--- config.mk ---
export PLATFORM = sky130hd
export DESIGN_NAME = synchronous_fifo_flat
export DESIGN_NICKNAME = d
export VERILOG_FILES = /design/src/rtl/fifo_pkg.sv /design/src/rtl/synchronous_fifo_if.sv /design/src/rtl/sync_fifo_storage.sv /design/src/rtl/synchronous_fifo.sv /design/src/flat_wrapper.sv
export SDC_FILE = /design/constraint.sdc
export NUM_CORES = 1
export LEC_CHECK = 0
export ABC_AREA = 1
export BUFFER_PORTS_ARGS = -buffer_cell sky130_fd_sc_hd__clkbuf_2
export CORE_ASPECT_RATIO = 0.9
export CORE_MARGIN = 2
export CORE_UTILIZATION = 45
export CTS_BUF_LIST = sky130_fd_sc_hd__clkbuf_16
export DETAILED_ROUTE_END_ITERATION = 8
export HOLD_SLACK_MARGIN = 0.06
export PLACE_DENSITY = 0.75
export SLEW_MARGIN = 20
export SYNTH_ARGS = -nofsm -noshare
export SYNTH_HDL_FRONTEND = slang
export SYNTH_SLANG_ARGS = --single-unit
export TNS_END_PERCENT = 20
--- constraint.sdc ---
create_clock -name clk -period 3.4 [get_ports clk]
set_clock_uncertainty 0.05 [all_clocks]
set_input_delay 0.68 -clock clk [delete_from_list [all_inputs] [get_ports clk]]
set_output_delay 0.68 -clock clk [all_outputs]
set_load 0.005 [all_outputs]
--- src/rtl/fifo_pkg.sv ---
`default_nettype none
// ============================================================================
//  Module      : fifo_pkg
//  Description : Shared types and helpers for the FIFO family (single-clock
//                and dual-clock variants).
//  Revision    : 1.0  initial release
// ============================================================================
package fifo_pkg;

    // Read-side presentation mode
    typedef enum logic {
        FIFO_STD  = 1'b0,   // registered read, one-cycle latency
        FIFO_FWFT = 1'b1    // head word shown without a read request
    } fifo_mode_e;

    // Pointer width: address bits plus one wrap bit
    function automatic int pointer_width(input int depth);
        return $clog2(depth) + 1;
    endfunction

    // True when depth is a power of two and at least two
    function automatic bit depth_is_valid(input int depth);
        return (depth >= 2) && ((depth & (depth - 1)) == 0);
    endfunction

endpackage : fifo_pkg
`default_nettype wire

--- src/rtl/synchronous_fifo_if.sv ---
`default_nettype none
// ============================================================================
//  Module      : synchronous_fifo_if
//  Description : Write/read handshake and status bundle for synchronous_fifo.
//                master = user of the FIFO, slave = the FIFO itself.
//  Revision    : 1.0  initial release
// ============================================================================
interface synchronous_fifo_if
    import fifo_pkg::*;
#(
    parameter int NUM_ADDRESS = 8,
    parameter int DATA_LENGTH = 32
);
    localparam int POINTER_LENGTH = pointer_width(NUM_ADDRESS);

    logic                      w_en;
    logic [DATA_LENGTH-1:0]    write_data;
    logic                      r_en;
    logic                      clear_flags;
    logic [DATA_LENGTH-1:0]    read_data;
    logic                      read_valid;
    logic                      fifo_full;
    logic                      fifo_empty;
    logic                      almost_full;
    logic                      almost_empty;
    logic [POINTER_LENGTH-1:0] fill_count;
    logic                      overflow;
    logic                      underflow;

    modport master (
        output w_en, write_data, r_en, clear_flags,
        input  read_data, read_valid, fifo_full, fifo_empty,
               almost_full, almost_empty, fill_count, overflow, underflow
    );

    modport slave (
        input  w_en, write_data, r_en, clear_flags,
        output read_data, read_valid, fifo_full, fifo_empty,
               almost_full, almost_empty, fill_count, overflow, underflow
    );

endinterface : synchronous_fifo_if
`default_nettype wire

--- src/rtl/sync_fifo_storage.sv ---
`default_nettype none
// ============================================================================
//  Module      : sync_fifo_storage
//  Description : NUM_ADDRESS x DATA_LENGTH word array, one synchronous write
//                port and one asynchronous read port. Contents are never
//                reset.
//  Revision    : 1.0  initial release
// ============================================================================
module sync_fifo_storage #(
    parameter int NUM_ADDRESS    = 8,
    parameter int DATA_LENGTH    = 32,
    parameter int ADDRESS_LENGTH = 3
) (
    input  wire logic                      clk,
    input  wire logic                      write_enable,
    input  wire logic [ADDRESS_LENGTH-1:0] write_address,
    input  wire logic [DATA_LENGTH-1:0]    write_data,
    input  wire logic [ADDRESS_LENGTH-1:0] read_address,
    output logic      [DATA_LENGTH-1:0]    read_data
);

    logic [DATA_LENGTH-1:0] mem [NUM_ADDRESS];

    // Write port: store the word on an accepted write
    always_ff @(posedge clk) begin
        if (write_enable) begin
            mem[write_address] <= write_data;
        end
    end

    assign read_data = mem[read_address];

endmodule : sync_fifo_storage
`default_nettype wire

--- src/rtl/synchronous_fifo.sv ---
`default_nettype none
// ============================================================================
//  Module      : synchronous_fifo
//  Description : Single-clock FIFO with fill count, almost-full/empty levels,
//                optional first-word-fall-through, sticky overflow/underflow
//                and a flag clear input. Binary pointers with an extra wrap
//                bit.
//  Revision    : 1.0  initial release
// ============================================================================
module synchronous_fifo
    import fifo_pkg::*;
#(
    parameter int NUM_ADDRESS  = 8,
    parameter int DATA_LENGTH  = 32,
    parameter int FWFT         = 0,
    parameter int ALMOST_FULL  = 6,
    parameter int ALMOST_EMPTY = 2
) (
    input wire logic         clk,
    input wire logic         reset,
    synchronous_fifo_if.slave bus
);

    localparam int ADDRESS_LENGTH = $clog2(NUM_ADDRESS);
    localparam int POINTER_LENGTH = pointer_width(NUM_ADDRESS);
    localparam fifo_mode_e MODE   = (FWFT != 0) ? FIFO_FWFT : FIFO_STD;

    localparam logic [POINTER_LENGTH-1:0] PTR_ONE   = POINTER_LENGTH'(1);
    localparam logic [POINTER_LENGTH-1:0] AF_LEVEL  = POINTER_LENGTH'(ALMOST_FULL);
    localparam logic [POINTER_LENGTH-1:0] AE_LEVEL  = POINTER_LENGTH'(ALMOST_EMPTY);

    // Parameter sanity, stop elaboration on a bad configuration
    if (!depth_is_valid(NUM_ADDRESS)) begin : g_bad_depth
        $fatal(1, "synchronous_fifo: NUM_ADDRESS must be a power of two >= 2");
    end
    if (DATA_LENGTH < 1) begin : g_bad_width
        $fatal(1, "synchronous_fifo: DATA_LENGTH must be >= 1");
    end
    if (ALMOST_FULL < 1 || ALMOST_FULL > NUM_ADDRESS) begin : g_bad_af
        $fatal(1, "synchronous_fifo: ALMOST_FULL out of range");
    end
    if (ALMOST_EMPTY < 0 || ALMOST_EMPTY > NUM_ADDRESS - 1) begin : g_bad_ae
        $fatal(1, "synchronous_fifo: ALMOST_EMPTY out of range");
    end

    logic [POINTER_LENGTH-1:0] wr_ptr, rd_ptr;
    logic [POINTER_LENGTH-1:0] wr_ptr_next, rd_ptr_next;
    logic [POINTER_LENGTH-1:0] count, count_next;
    logic                      full_q, empty_q, almost_full_q, almost_empty_q;
    logic                      full_next, empty_next, almost_full_next, almost_empty_next;
    logic                      overflow_q, underflow_q;
    logic                      wr_ok, rd_ok;
    logic [DATA_LENGTH-1:0]    head_word;

    // Accept decisions and next-state pointers/status; a full FIFO still takes
    // a write when a read frees a slot in the same cycle, an empty one never
    // bypasses write data to the read side
    always_comb begin
        wr_ok       = bus.w_en & (~full_q | bus.r_en);
        rd_ok       = bus.r_en & ~empty_q;
        wr_ptr_next = wr_ok ? (wr_ptr + PTR_ONE) : wr_ptr;
        rd_ptr_next = rd_ok ? (rd_ptr + PTR_ONE) : rd_ptr;
        count_next  = wr_ptr_next - rd_ptr_next;
        empty_next  = (wr_ptr_next == rd_ptr_next);
        full_next   = (wr_ptr_next[POINTER_LENGTH-1] != rd_ptr_next[POINTER_LENGTH-1]) &&
                      (wr_ptr_next[ADDRESS_LENGTH-1:0] == rd_ptr_next[ADDRESS_LENGTH-1:0]);
        almost_full_next  = (count_next >= AF_LEVEL);
        almost_empty_next = (count_next <= AE_LEVEL);
    end

    // Pointer, count and status registers
    always_ff @(posedge clk) begin
        if (reset) begin
            wr_ptr         <= '0;
            rd_ptr         <= '0;
            count          <= '0;
            full_q         <= 1'b0;
            empty_q        <= 1'b1;
            almost_full_q  <= 1'b0;
            almost_empty_q <= 1'b1;
        end else begin
            wr_ptr         <= wr_ptr_next;
            rd_ptr         <= rd_ptr_next;
            count          <= count_next;
            full_q         <= full_next;
            empty_q        <= empty_next;
            almost_full_q  <= almost_full_next;
            almost_empty_q <= almost_empty_next;
        end
    end

    // Sticky error flags; a new error in the clear cycle keeps the flag set
    always_ff @(posedge clk) begin
        if (reset) begin
            overflow_q  <= 1'b0;
            underflow_q <= 1'b0;
        end else begin
            if (bus.w_en & ~wr_ok) begin
                overflow_q <= 1'b1;
            end else if (bus.clear_flags) begin
                overflow_q <= 1'b0;
            end
            if (bus.r_en & ~rd_ok) begin
                underflow_q <= 1'b1;
            end else if (bus.clear_flags) begin
                underflow_q <= 1'b0;
            end
        end
    end

    sync_fifo_storage #(
        .NUM_ADDRESS    (NUM_ADDRESS),
        .DATA_LENGTH    (DATA_LENGTH),
        .ADDRESS_LENGTH (ADDRESS_LENGTH)
    ) storage (
        .clk           (clk),
        .write_enable  (wr_ok),
        .write_address (wr_ptr[ADDRESS_LENGTH-1:0]),
        .write_data    (bus.write_data),
        .read_address  (rd_ptr[ADDRESS_LENGTH-1:0]),
        .read_data     (head_word)
    );

    if (MODE == FIFO_FWFT) begin : g_fwft
        // Head word is shown directly; a read request pops it
        assign bus.read_data  = head_word;
        assign bus.read_valid = ~empty_q;
    end else begin : g_std
        logic [DATA_LENGTH-1:0] read_data_q;
        logic                   read_valid_q;

        // Registered read: capture the head on an accepted pop, hold otherwise
        always_ff @(posedge clk) begin
            if (reset) begin
                read_data_q  <= '0;
                read_valid_q <= 1'b0;
            end else begin
                read_valid_q <= rd_ok;
                if (rd_ok) begin
                    read_data_q <= head_word;
                end
            end
        end

        assign bus.read_data  = read_data_q;
        assign bus.read_valid = read_valid_q;
    end

    assign bus.fifo_full    = full_q;
    assign bus.fifo_empty   = empty_q;
    assign bus.almost_full  = almost_full_q;
    assign bus.almost_empty = almost_empty_q;
    assign bus.fill_count   = count;
    assign bus.overflow     = overflow_q;
    assign bus.underflow    = underflow_q;

endmodule : synchronous_fifo
`default_nettype wire

--- src/flat_wrapper.sv ---
// flat-port wrapper written by rule: the top's interface ports become plain ports
module synchronous_fifo_flat import fifo_pkg::*;
#(
    parameter int NUM_ADDRESS  = 8,
    parameter int DATA_LENGTH  = 32,
    parameter int FWFT         = 0,
    parameter int ALMOST_FULL  = 6,
    parameter int ALMOST_EMPTY = 2
)
  (clk, reset, bus_w_en, bus_write_data, bus_r_en, bus_clear_flags, bus_read_data, bus_read_valid, bus_fifo_full, bus_fifo_empty, bus_almost_full, bus_almost_empty, bus_fill_count, bus_overflow, bus_underflow);
  synchronous_fifo_if #(.NUM_ADDRESS(NUM_ADDRESS), .DATA_LENGTH(DATA_LENGTH)) bus_i ();
  input wire logic clk;
  input wire logic reset;
  input wire logic [$bits(bus_i.w_en)-1:0] bus_w_en;
  input wire logic [$bits(bus_i.write_data)-1:0] bus_write_data;
  input wire logic [$bits(bus_i.r_en)-1:0] bus_r_en;
  input wire logic [$bits(bus_i.clear_flags)-1:0] bus_clear_flags;
  output wire logic [$bits(bus_i.read_data)-1:0] bus_read_data;
  output wire logic [$bits(bus_i.read_valid)-1:0] bus_read_valid;
  output wire logic [$bits(bus_i.fifo_full)-1:0] bus_fifo_full;
  output wire logic [$bits(bus_i.fifo_empty)-1:0] bus_fifo_empty;
  output wire logic [$bits(bus_i.almost_full)-1:0] bus_almost_full;
  output wire logic [$bits(bus_i.almost_empty)-1:0] bus_almost_empty;
  output wire logic [$bits(bus_i.fill_count)-1:0] bus_fill_count;
  output wire logic [$bits(bus_i.overflow)-1:0] bus_overflow;
  output wire logic [$bits(bus_i.underflow)-1:0] bus_underflow;
  assign bus_i.w_en = bus_w_en;
  assign bus_i.write_data = bus_write_data;
  assign bus_i.r_en = bus_r_en;
  assign bus_i.clear_flags = bus_clear_flags;
  assign bus_read_data = bus_i.read_data;
  assign bus_read_valid = bus_i.read_valid;
  assign bus_fifo_full = bus_i.fifo_full;
  assign bus_fifo_empty = bus_i.fifo_empty;
  assign bus_almost_full = bus_i.almost_full;
  assign bus_almost_empty = bus_i.almost_empty;
  assign bus_fill_count = bus_i.fill_count;
  assign bus_overflow = bus_i.overflow;
  assign bus_underflow = bus_i.underflow;
  synchronous_fifo #(.NUM_ADDRESS(NUM_ADDRESS), .DATA_LENGTH(DATA_LENGTH), .FWFT(FWFT), .ALMOST_FULL(ALMOST_FULL), .ALMOST_EMPTY(ALMOST_EMPTY)) u_core (.clk(clk), .reset(reset), .bus(bus_i));
endmodule
==> results.sh <==
export IMPL_holdBufCountCts=0
export IMPL_rr_startpoint="u_core.rd_ptr[0]$_SDFF_PP0_"
export IMPL_worstMarginPinSlew_ns=0.695
export IMPL_grt_max_degree=105
export IMPL_place_ws_ns=0.780
export IMPL_r2r_worst_path_cells=6
export IMPL_first_pass_iters=6
export IMPL_clk_latency_ns=0.54
export IMPL_drtIter0Drc=682
export IMPL_maxCapViolCount=0
export IMPL_synth_edf_count=256
export IMPL_cts_sinks=307
export IMPL_worst_hold_path_endpoint="u_core.bus.underflow$_SDFFE_PP0P_"
export IMPL_grtUsageMet3=0.0277
export IMPL_synthAdderAreaFrac=0.00311
export IMPL_max_freq_mhz=420
export IMPL_ys_types=27
export IMPL_cpPeakStageDelay_ns=0.75
export IMPL_synth_compound_area_frac=0.130
export IMPL_drive_above_1_share=0.160
export IMPL_rows=56
export IMPL_via_count=7241
export IMPL_cts_root_buffer="clkbuf_16"
export IMPL_routed_wl_mm=24.2
export IMPL_syn_to_final_growth_pct=13.8
export IMPL_cts_setup_buffers=0
export IMPL_crit_path_end_kind="flop"
export IMPL_ff2ff_setup_slack_ns=1.02
export IMPL_min_from="bus_clear_flags"
export IMPL_synth_area_um2=12100
export IMPL_worst_path_buf_inv=1
export IMPL_cts_buffer_depth=3
export IMPL_intPower_mw=6.20
export IMPL_seqPwrFrac=0.528
export IMPL_die_area_um2=28100
export IMPL_grtUsageMet1=0.238
export IMPL_dp_hpwl_mm=14.6
export IMPL_cellLeakagePower_nw=4.94
export IMPL_cp_slowest_cell="dfxtp_4"
export IMPL_syn_nets=962
export IMPL_relSlewSlack=0.536
export IMPL_rsz0062_at_grt="false"
export IMPL_path_max_fanout=104
export IMPL_gp_congestion=0.823
export IMPL_whs_path_depth=4
export IMPL_num_io_pins=80
export IMPL_timing_final_ws_setup_ns=1.02
export IMPL_r2r_end="u_core.bus.read_data[16]$_SDFFE_PP0N_"
export IMPL_finalPower_mw=8.21
export IMPL_post_route_min_period_ns=2.38
export IMPL_synth_simple_area_share=0.0409
export IMPL_start_kind="flop"
export IMPL_netSwitchingPower_mw=2.01
export IMPL_cts_resized=0
export IMPL_cp_cell_sequence="buf_12, a21oi_1, o21ai_0, o21ai_0, o21ai_0, a21oi_1"
export IMPL_start_util=0.460
export IMPL_cpLargestDelayFamily="compound AO/OA/AOI/OAI gates"
export IMPL_die_y_um=159
export IMPL_top_usage_layer="met2"
export IMPL_drv_slew=0
export IMPL_critPathRequiredTime_ns=3.76
export IMPL_grt_pass1_vias=7034
export IMPL_path_class="flop to flop"
export IMPL_min_path_type="input port to flop"
export IMPL_swShare=0.245
export IMPL_final_setup_tns_ns=0
export IMPL_h_tree_depth=1
export IMPL_io_buffer_count=79
export IMPL_synthXorXnorAreaFrac=0.000727
export IMPL_syn_inst=922
export IMPL_yosysTopAreaCellShare=0.638
export IMPL_synth_largest_area_cell="edfxtp_1"
export IMPL_synth_area_per_cell_um2=13.1
export IMPL_avgRoutedWirePerCell_um=17.6
export IMPL_synthTopCellsByArea="edfxtp_1 64%, dfxtp_1 8.5%, o21ai_0 5.6%"
export IMPL_synth_top_family_by_area="compound AO/OA/AOI/OAI gates"
export IMPL_critPathArrivalTime_ns=2.74
export IMPL_grt_overflow_total=0
export IMPL_yosysSeqAreaShare=0.722
export IMPL_crit_top_cell="o21ai_0"
export IMPL_path_clk_slew_ns=0.07
export IMPL_grt_antenna_before_repair=2
export IMPL_synthMuxAreaShare=0.0531
export IMPL_drtAntennaViolNets=0
export IMPL_final_nets=1043
export IMPL_die_x_um=177
export IMPL_synth_ff_type="edfxtp_1"
export IMPL_status="finished, final reports clean"
export IMPL_cts_buffers=29
export IMPL_comb_power_share=0.120
export IMPL_ys_async_sr_fraction=0
export IMPL_use_met2=0.275
export IMPL_tritoncts="done"
export IMPL_synth_seq_cells=307
export IMPL_setup_viol=0
export IMPL_grt_pass1_wl_mm=37.8
export IMPL_via_per_inst=5.27
export IMPL_yosys_warnings=0
export IMPL_power_density_nw_per_um2=598
export IMPL_ir_drop_mv=0.445
export IMPL_post_route_period_util=0.701
export IMPL_fp_coreArea_um2=26200
export IMPL_pwr_share_clk=0.352
export IMPL_hold_viol_final=0
export IMPL_track_usage=0.170
export IMPL_drc=0
export IMPL_hold_ws_ns=0.344
how the worst max path moves through the flow:
stage	startpoint	endpoint	slack, ns	cells past startpoint
2_1_floorplan	bus_r_en	u_core.storage.mem[0][0]$_DFFE_PP_	0.57	4
5_1_grt	u_core.rd_ptr[0]$_SDFF_PP0_	u_core.bus.read_data[16]$_SDFFE_PP0N_	0.94	6
4_1_cts	u_core.rd_ptr[0]$_SDFF_PP0_	u_core.bus.read_data[16]$_SDFFE_PP0N_	1.03	6
6_report	u_core.rd_ptr[0]$_SDFF_PP0_	u_core.bus.read_data[16]$_SDFFE_PP0N_	1.02	6
3_3_place_gp	bus_r_en	u_core.storage.mem[2][0]$_DFFE_PP_	0.78	6
3_5_place_dp	bus_r_en	u_core.storage.mem[2][1]$_DFFE_PP_	0.78	6
logic make-up after synthesis:
logic type               Yosys count
buffers and inverters            137
XOR/XNOR                           1
AO/OA/AOI/OAI                    296
multiplexers                      64
AND/OR/NAND/NOR                  114
flip-flops                       307
adder cells (fa/ha/maj)            3
power by group through the flow:
stage,Clock (mW),Combinational [mW],Sequential (mW)
floorplan,0,0.684,4.37
global placement,0,0.960,4.41
detailed placement,0,0.984,4.41
CTS,2.95,0.990,4.33
global route,3.08,1.10,4.35
finish,2.89,0.985,4.33
synthesized netlist by cell type (3+ instances only):
cell,instances
mux2i_1,64
clkbuf_1,28
dfxtp_1,51
edfxtp_1,256
o211ai_1,32
inv_1,79
a21oi_1,100
o21ai_0,135
o21ai_1,28
nand3b_1,3
nand2_1,66
ha_1,3
buf_1,7
nand3_1,13
buf_4,3
nor2_1,22
nor2_2,3
buf_2,7
inv_2,5
buf_6,6
per-stage QoR:
step	cells	util	area (um2)
2_1_floorplan	922	-	12100
3_3_place_gp	1320	0.491	12900
3_5_place_dp	1320	0.491	12900
4_1_cts	1373	0.524	13700
5_1_grt	1373	0.524	13700
6_report	1374	0.524	13700
layer usage:
layer  wire length, um  up-vias
met5                 0        -
met4               608        0
met3              1260       52
met2             11400      217
met1             11000     3463
li1                  -     3509
tightest hold or removal path, stage by stage:
cell	delay, ns
clkbuf_2	0.07
inv_1	0.04
nand2_1	0.05
a21oi_1	0.05
registers in the layout, summed over array words and instances, names as in the netlist:
| name | count |
|---|---|
| u_core.bus.overflow | 1 |
| u_core.wr_ptr | 4 |
| u_core.storage.mem | 256 |
| u_core.bus.read_data | 32 |
| u_core.bus.almost_full | 1 |
| u_core.bus.fifo_empty | 1 |
| u_core.bus.fifo_full | 1 |
| u_core.bus.fill_count | 4 |
| u_core.bus.almost_empty | 1 |
| u_core.bus.underflow | 1 |
| u_core.bus.read_valid | 1 |
| u_core.rd_ptr | 4 |
placed cells by master, fill, tap and decap left out, types with 2 or more instances in the layout:
cell and n:
ha_1 3, nand2_1 66, dfxtp_1 48, nand2_2 2
clkinv_2 5, o211ai_1 32, mux2i_1 64, nand3b_1 3
inv_2 6, clkinv_1 9, inv_1 86, clkbuf_16 29
buf_4 22, nand3_1 13, nand2_4 2, o21ai_0 135
a21oi_1 100, nor2_2 2, buf_12 2, edfxtp_1 256
nor2_1 16, o21ai_1 28, nor2_4 8, clkbuf_2 79
dfxtp_2 2
layout make-up:
type | instances | area [um2]
clock buffer | 29 | 726
antenna | 1 | 2.50
tap | 348 | 435
fill | 2140 | 12500
timing repair buffer | 103 | 601
sequential | 307 | 8710
inverter | 84 | 315
clock inverter | 24 | 124
multi-input combinational | 478 | 2810
Power figures use the tool's default switching activity.
